<file path="config.mk">
export PLATFORM = sky130hd
export DESIGN_NAME = fetch_unit_flat
export DESIGN_NICKNAME = d
export VERILOG_FILES = /design/src/rtl/fetch_if.sv /design/src/rtl/fetch_unit.sv /design/src/flat_wrapper.sv
export SDC_FILE = /design/constraint.sdc
export NUM_CORES = 1
export LEC_CHECK = 0
export ABC_AREA = 1
export CORE_MARGIN = 2
export CORE_UTILIZATION = 50
export DETAILED_ROUTE_END_ITERATION = 10
export GPL_TIMING_DRIVEN = 0
export PLACE_DENSITY = 0.86
export SYNTH_ARGS = -nofsm -noshare
export SYNTH_HDL_FRONTEND = slang
export SYNTH_SLANG_ARGS = --single-unit
export TNS_END_PERCENT = 5
</file>
<file path="constraint.sdc">
create_clock -name clk -period 4.2 [get_ports clk]
set_clock_uncertainty 0.1 [all_clocks]
set_input_delay 0.42 -clock clk [delete_from_list [all_inputs] [get_ports clk]]
set_output_delay 0.42 -clock clk [all_outputs]
set_load 0.01 [all_outputs]
</file>
<file path="src/rtl/fetch_if.sv">
// fetch_if: fetch-stage bus between the fetch unit, instruction memory, hazard logic and decode.
interface fetch_if #(
  parameter int DBITS = 32,
  parameter int IMEM_ABITS = 12
);
  logic [IMEM_ABITS-1:0] imem_addr;
  logic [DBITS-1:0]      imem_data;
  logic                  stall_in;
  logic                  redirect_valid;
  logic [DBITS-1:0]      redirect_pc;
  logic [DBITS-1:0]      IF_pc;
  logic [3:0]            IF_op;
  logic                  IF_valid;
  logic [DBITS-1:0]      DEC_inst;
  logic [DBITS-1:0]      DEC_pc;
  logic [DBITS-1:0]      DEC_pcplus;
  logic                  DEC_valid;
  logic [15:0]           redir_cnt;
  modport master (
    output imem_addr, IF_pc, IF_op, IF_valid, DEC_inst, DEC_pc, DEC_pcplus, DEC_valid, redir_cnt,
    input  imem_data, stall_in, redirect_valid, redirect_pc
  );
  modport slave (
    input  imem_addr, IF_pc, IF_op, IF_valid, DEC_inst, DEC_pc, DEC_pcplus, DEC_valid, redir_cnt,
    output imem_data, stall_in, redirect_valid, redirect_pc
  );
endinterface

</file>
<file path="src/rtl/fetch_unit.sv">
// fetch_unit: owns the PC and IF/DEC register; stalls hold, redirects squash the two wrong-path slots.
module fetch_unit #(
  parameter int DBITS = 32,
  parameter int IMEM_ABITS = 12,
  parameter logic [DBITS-1:0] START_PC = 'h40
) (
  input logic clk,
  input logic reset,
  fetch_if.master bus
);
  logic [DBITS-1:0] pc_q, pc_d, fetch_pc_q, fetch_pc_d;
  logic [DBITS-1:0] dec_inst_q, dec_inst_d, dec_pc_q, dec_pc_d;
  logic fetch_valid_q, fetch_valid_d, dec_valid_q, dec_valid_d;
  logic [15:0] redir_cnt_q, redir_cnt_d;
  logic redir, hold, adv;
  always_comb begin
    redir = bus.redirect_valid;
    hold = bus.stall_in && !redir;
    adv = !hold && !redir;
    pc_d = redir ? (bus.redirect_pc & ~DBITS'(3)) : hold ? pc_q : pc_q + DBITS'(4);
    fetch_pc_d = adv ? pc_q : fetch_pc_q;
    fetch_valid_d = redir ? 1'b0 : hold ? fetch_valid_q : 1'b1;
    dec_inst_d = adv ? bus.imem_data : dec_inst_q;
    dec_pc_d = adv ? fetch_pc_q : dec_pc_q;
    dec_valid_d = redir ? 1'b0 : hold ? dec_valid_q : fetch_valid_q;
    redir_cnt_d = redir_cnt_q + 16'(redir);
  end
  always_ff @(posedge clk) begin
    if (reset) begin
      pc_q <= START_PC;
      fetch_pc_q <= START_PC;
      fetch_valid_q <= 1'b0;
      dec_inst_q <= '0;
      dec_pc_q <= '0;
      dec_valid_q <= 1'b0;
      redir_cnt_q <= '0;
    end else begin
      pc_q <= pc_d;
      fetch_pc_q <= fetch_pc_d;
      fetch_valid_q <= fetch_valid_d;
      dec_inst_q <= dec_inst_d;
      dec_pc_q <= dec_pc_d;
      dec_valid_q <= dec_valid_d;
      redir_cnt_q <= redir_cnt_d;
    end
  end
  // while stalled, re-read the held instruction so imem_data stays paired with IF_pc
  assign bus.imem_addr = hold ? fetch_pc_q[IMEM_ABITS+1:2] : pc_q[IMEM_ABITS+1:2];
  assign bus.IF_pc = fetch_pc_q;
  assign bus.IF_op = bus.imem_data[DBITS-1:DBITS-4];
  assign bus.IF_valid = fetch_valid_q;
  assign bus.DEC_inst = dec_inst_q;
  assign bus.DEC_pc = dec_pc_q;
  assign bus.DEC_pcplus = dec_pc_q + DBITS'(4);
  assign bus.DEC_valid = dec_valid_q;
  assign bus.redir_cnt = redir_cnt_q;
endmodule
</file>
<file path="src/flat_wrapper.sv">
// flat-port wrapper written by rule: the top's interface ports become plain ports
module fetch_unit_flat 
#(
  parameter int DBITS = 32,
  parameter int IMEM_ABITS = 12,
  parameter logic [DBITS-1:0] START_PC = 'h40
)
  (clk, reset, bus_imem_addr, bus_IF_pc, bus_IF_op, bus_IF_valid, bus_DEC_inst, bus_DEC_pc, bus_DEC_pcplus, bus_DEC_valid, bus_redir_cnt, bus_imem_data, bus_stall_in, bus_redirect_valid, bus_redirect_pc);
  fetch_if #(.DBITS(DBITS), .IMEM_ABITS(IMEM_ABITS)) bus_i ();
  input logic clk;
  input logic reset;
  output wire logic [$bits(bus_i.imem_addr)-1:0] bus_imem_addr;
  output wire logic [$bits(bus_i.IF_pc)-1:0] bus_IF_pc;
  output wire logic [$bits(bus_i.IF_op)-1:0] bus_IF_op;
  output wire logic [$bits(bus_i.IF_valid)-1:0] bus_IF_valid;
  output wire logic [$bits(bus_i.DEC_inst)-1:0] bus_DEC_inst;
  output wire logic [$bits(bus_i.DEC_pc)-1:0] bus_DEC_pc;
  output wire logic [$bits(bus_i.DEC_pcplus)-1:0] bus_DEC_pcplus;
  output wire logic [$bits(bus_i.DEC_valid)-1:0] bus_DEC_valid;
  output wire logic [$bits(bus_i.redir_cnt)-1:0] bus_redir_cnt;
  input wire logic [$bits(bus_i.imem_data)-1:0] bus_imem_data;
  input wire logic [$bits(bus_i.stall_in)-1:0] bus_stall_in;
  input wire logic [$bits(bus_i.redirect_valid)-1:0] bus_redirect_valid;
  input wire logic [$bits(bus_i.redirect_pc)-1:0] bus_redirect_pc;
  assign bus_imem_addr = bus_i.imem_addr;
  assign bus_IF_pc = bus_i.IF_pc;
  assign bus_IF_op = bus_i.IF_op;
  assign bus_IF_valid = bus_i.IF_valid;
  assign bus_DEC_inst = bus_i.DEC_inst;
  assign bus_DEC_pc = bus_i.DEC_pc;
  assign bus_DEC_pcplus = bus_i.DEC_pcplus;
  assign bus_DEC_valid = bus_i.DEC_valid;
  assign bus_redir_cnt = bus_i.redir_cnt;
  assign bus_i.imem_data = bus_imem_data;
  assign bus_i.stall_in = bus_stall_in;
  assign bus_i.redirect_valid = bus_redirect_valid;
  assign bus_i.redirect_pc = bus_redirect_pc;
  fetch_unit #(.DBITS(DBITS), .IMEM_ABITS(IMEM_ABITS), .START_PC(START_PC)) u_core (.clk(clk), .reset(reset), .bus(bus_i));
endmodule
</file>
==> impl_metrics.toml, run 1 <==
[yosys]
synthArstFlopShare_pct = 0
synth_common_cells = "nor2_1 (201), nand2_1 (181), dfxtp_1 (140), o21ai_0 (112), inv_1 (88)"
synthFlopType = "dfxtp_1"
synth_edf_count = 0
yosys_warnings = 0
yosys.cell_types.count = 44
netlist_instances = 1028
avgSynthCellArea_um2 = 6.84
synth.most_common_cell = "nor2_1"
synth_seq_cells = 140
synth_top_cell_by_area = "dfxtp_1"
synth_top_area_share_pct = 39.8
synth.top_cells.by_area = "dfxtp_1 (40%), nor2_1 (11%), nand2_1 (9.7%)"
synth-seq-area-share_pct = 39.8
synth_area_mm2 = 0.00704

[floorplanning]
core_mm2 = 0.0138
die_area_mm2 = 0.0150
ios = 230
die_w_um = 123
dieHeight_um = 123
rows = 43
initial_core_util_pct = 50.9

[layout]
diodes = 0
syn_to_final_growth_pct = 43.9
drive_gt1_share_pct = 8.48
instances_no_fill = 1465
fillers = 1152
nets = 1344

[detailed_routing]
wire_per_inst_um = 17.0
num_vias = 7882
via_per_inst = 5.38
routed_wl_um = 24900
antenna_left = 0
drt-initial-drc-count = 712
drc = 0
first_pass_iters = 5

[placed_design]
numPlacedInstances = 1433
portBuffers = 220
gp_congestion = 0.968
dpl.hpwl_um = 19100
place_ws_ps = 1140

[clock_tree]
cts_buffer_depth = 2
post_cts_resized = 0
numCtsBuffers = 17
holdBufCountCts = 0
cts_setup_buffers = 0
clock_latency_ps = 430
cts_tree = "built"
clock-root-buffer = "clkbuf_16"
path_clk_slew_ps = 60
clock_sinks = 140
htree_levels = 4

[timing]
slew_headroom_pct = 45.1
rsz0062_at_grt = "false"
finalHoldViolations = 0
tightestPinTransition_ps = 824
fin_ws_ps = 1100
finalCriticalPeriod_ps = 3100
max_freq_mhz = 322
setup_viol = 0
final_max_slew_viol_count = 0
fin_crit_sh_pct = 73.9
setup-tns-final_ps = 0

[grt]
grt_pass1_wl_um = 38900
grt_pass1_vias = 7464
grt_max_degree = 17
grt_remaining_overflow = 0
antenna_found_initial = 0
grt_usage_pct = 33.6

[critical_path]
critical_path.max_fanout = 10
critPathRequiredTime_ps = 3680
end_kind = "output port"
cp.arrival_ps = 2580
start_kind = "input port"
crit_type = "in2out"

[pwr]
p_total_uw = 3720
ir_worst_vdd_uv = 246
powerDensity_mw_per_mm2 = 367
p_leak_uw = 0.00410

[flow_run]
maxCapViolations = 0

[status]
status = "finished clean"

[hold_path]
holdCritPathClass = "in2reg"
-- state kept, by name, summed over array words and instances (netlist names) --
name                  flops
u_core.bus.DEC_valid      1
u_core.bus.DEC_pc        30
u_core.bus.DEC_inst      32
u_core.bus.IF_valid       1
u_core.bus.redir_cnt     16
u_core.pc_q              30
u_core.bus.IF_pc         30
-- cell families after synthesis --
family,count (synthesis),share of synthesized area [%]
simple gates,517,32.4
compound gates,180,13.7
buf+inv,157,9.64
flops,140,39.8
xor+xnor,29,3.61
fa+ha+maj,4,0.711
other cells,1,0.0533
-- cells in the final DEF, fill, tap and decap left out, types with 11 or more instances in the layout --
cell type / n
buf_4: 14
nor2_2: 11
a21oi_1: 38
dfxtp_1: 140
xor2_1: 20
nor2_1: 201
clkbuf_16: 17
inv_2: 12
inv_1: 88
clkbuf_1: 26
clkdlybuf4s50_1: 220
o21ai_0: 112
nand4_1: 13
nor3_1: 26
nand2_1: 181
buf_2: 12
nand3_1: 48
-- through the flow --
stage | hold WS (ps) | utilization, % | cell area [µm²]
finish | 175 | 73.2 | 10100
detailed placement | 365 | 68.6 | 9480
floorplan | 367 | - | 7050
CTS | 166 | 73.2 | 10100
global placement | 354 | 68.6 | 9480
global route | 172 | 73.2 | 10100
-- final cells by class --
type	count	area (µm²)	area share (%)
timing repair buffer	220	2200	21.7
tap	180	225	2.22
inverter	102	388	3.83
clock buffer	18	439	4.34
buffer	55	290	2.87
sequential	140	2800	27.7
clock inverter	14	205	2.03
multi-input combinational	736	3570	35.3
-- critical path: stages --
cell and delay (ps):
clkdlybuf4s50_1 440, buf_4 190, inv_6 110, nand2_2 150, inv_1 180, clkbuf_1 370
nand2_1 90, nand2_1 90, clkdlybuf4s50_1 530
-- report_power, final --
part	switching [µW]	leakage [µW]	internal (µW)	total [µW]
clock	632	0.000315	1030	1660
combinational	287	0.00263	287	573
sequential	83.2	0.00115	1400	1490
-- worst paths after layout --
check                           cells after the start                                to  slack [ps]                        startpoint
worst min-delay path                                2  u_core.bus.IF_valid$_SDFFE_PP0N_         170                      bus_stall_in
worst min register to register                      2  u_core.bus.IF_valid$_SDFFE_PP0N_         380  u_core.bus.IF_valid$_SDFFE_PP0N_
worst max register to register                     10      u_core.pc_q[24]$_SDFFE_PP0P_        2310       u_core.pc_q[3]$_SDFFE_PP0P_
worst max-delay path                                9                  bus_imem_addr[1]        1100                bus_redirect_valid
-- routing by layer --
| metal | track usage, % | wire length (µm) | up-vias |
|---|---|---|---|
| met1 | 42.3 | 10100 | 3584 |
| met5 | 0 | 0 | - |
| met2 | 56.7 | 12000 | 426 |
| met3 | 5.02 | 1860 | 76 |
| met4 | 15.5 | 900 | 0 |
| li1 | - | - | 3796 |
(Power assumes the default switching activity.)
==> run 2, diff against run 1 <==
Settings changed: CORE_UTILIZATION 50 to 47, PLACE_DENSITY 0.86 to 0.82.
Clock period 4.2 ns to 3.2 ns, I/O delays scaled along.
==> impl_metrics.toml, run 2 (same netlist as run 1, synthesis figures left out) <==
[timing]
tightestPinTransition_ps = 719
max_freq_mhz = 341
setup-tns-final_ps = 0
finalCriticalPeriod_ps = 2940
fin_crit_sh_pct = 91.7
setup_viol = 0
slew_headroom_pct = 52.0
final_max_slew_viol_count = 0
hold_ws_ps = 67.8
rsz0062_at_grt = "false"
finalHoldViolations = 0

[placed_design]
dpl.hpwl_um = 18700
portBuffers = 220
gp_congestion = 0.985

[floorplanning]
die_w_um = 126
rows = 44
initial_core_util_pct = 48.2
core_mm2 = 0.0146
die_area_mm2 = 0.0160
dieHeight_um = 126
ios = 230

[detailed_routing]
wire_per_inst_um = 16.7
num_vias = 7863
drc = 0
antenna_left = 0
drt-initial-drc-count = 743
via_per_inst = 5.35
routed_wl_um = 24500
first_pass_iters = 8

[critical_path]
end_kind = "output port"
crit_type = "in2out"
cp.arrival_ps = 2520
critical_path.max_fanout = 10
reg2regPathDepth = 10
start_kind = "input port"
critPathRequiredTime_ps = 2780
r2r-start = "u_core.pc_q[3]$_SDFFE_PP0P_"
regToRegEndpoint = "u_core.pc_q[12]$_SDFFE_PP0P_"
reg2reg_slack_ps = 1240

[clock_tree]
cts_tree = "built"
clock-root-buffer = "clkbuf_16"
numCtsBuffers = 17
holdBufCountCts = 0
htree_levels = 4
clock_sinks = 140
cts_buffer_depth = 2
post_cts_resized = 0
clock_latency_ps = 430
cts_setup_buffers = 0
path_clk_slew_ps = 60

[pwr]
seqPwrFrac_pct = 41.4
clockPowerShare_pct = 42.8
p_leak_uw = 0.00408
p_sw_share_pct = 26.2
power.switching_uw = 1240
intPower_uw = 3480
powerDensity_mw_per_mm2 = 468
combPwrFrac_pct = 15.8
ir_worst_vdd_uv = 346

[layout]
fillers = 1247
largest_reg_flops = 32
nets = 1344
layout_common_cells = "clkdlybuf4s50_1 (220), nor2_1 (201), nand2_1 (181)"
diodes = 0
syn_to_final_growth_pct = 43.4
drive_gt1_share_pct = 8.40
mostFrequentLayoutCell = "clkdlybuf4s50_1"

[grt]
grt_pass1_vias = 7314
grt_pass1_wl_um = 38600
grt_usage_pct = 30.5
antenna_found_initial = 0
grt_remaining_overflow = 0
grt_max_degree = 17

[flow_run]
maxCapViolations = 0

[status]
status = "finished clean"

[hold_path]
holdCritPathClass = "in2reg"
hold_depth = 2
min_from = "bus_stall_in"
holdPathEnd = "u_core.bus.IF_valid$_SDFFE_PP0N_"
==> run 2: cell count changes in the layout (fill, tap and decap cells not counted), sizes merged <==
cell and change:
bufinv -1, clkinvlp +1, inv -6, clkbuf +2, clkinv +4
==> run 2: cell type report <==
type	instances	area, µm²	share of cell area, %
multi-input combinational	736	3570	35.4
sequential	140	2800	27.8
timing repair buffer	220	2200	21.8
clock buffer	20	457	4.53
inverter	102	388	3.85
buffer	55	290	2.88
tap	184	230	2.28
clock inverter	12	144	1.43
==> run 2: through the flow <==
| stage | instances | setup slack [ps] | power [µW] | cell area, µm² | util (%) |
|---|---|---|---|---|---|
| 3_3_place_gp | 1437 | 253 | 2710 | 9490 | 65.0 |
| 2_1_floorplan | 1033 | 1320 | 2300 | 7050 | - |
| 4_1_cts | 1469 | 269 | 4700 | 10100 | 69.1 |
| 5_1_grt | 1469 | 130 | 4880 | 10100 | 69.1 |
| 6_report | 1469 | 264 | 4720 | 10100 | 69.1 |
| 3_5_place_dp | 1437 | 265 | 2730 | 9490 | 65.0 |
==> run 2: power groups by stage <==
stage / clock network (µW) / registers, µW / logic [µW]
6_report: 2020 / 1950 / 747
5_1_grt: 2100 / 1960 / 811
4_1_cts: 2010 / 1950 / 745
3_5_place_dp: 0 / 1990 / 740
3_3_place_gp: 0 / 1980 / 731
2_1_floorplan: 0 / 1990 / 305
==> run 2: worst max-delay path by stage <==
| stage | startpoint | to | slack [ps] | cells after the start |
|---|---|---|---|---|
| final | bus_redirect_valid | bus_imem_addr[10] | 260 | 8 |
| after global routing | u_core.bus.DEC_pc[3]$_SDFFE_PP0P_ | bus_DEC_pcplus[22] | 130 | 8 |
| after CTS | bus_redirect_valid | bus_imem_addr[10] | 270 | 8 |
| after detailed placement | bus_redirect_valid | bus_imem_addr[10] | 270 | 8 |
| after global placement | bus_redirect_valid | bus_imem_addr[10] | 250 | 8 |
| after floorplan | u_core.bus.DEC_pc[3]$_SDFFE_PP0P_ | bus_DEC_pcplus[22] | 1320 | 7 |
==> run 2: per-layer routing <==
metal  share of wire, %  global-route usage (%)
met1                 41                    37.9
met2                 48                    52.7
met3                7.9                    5.61
met4                3.3                    11.6
met5                  0                       0
==> run 2: worst max-delay path, cell delays in order <==
cell and delay (ps):
clkdlybuf4s50_1 490, buf_4 180, inv_6 70, nand2_2 190
clkbuf_1 480, nand2_1 150, nand2_1 110, clkdlybuf4s50_1 530
==> run 3, diff against run 2 <==
Settings changed: TNS_END_PERCENT 5 to 10.
==> results of run 3 <==
The final DEF is identical to that of run 2; final timing and power are the same.
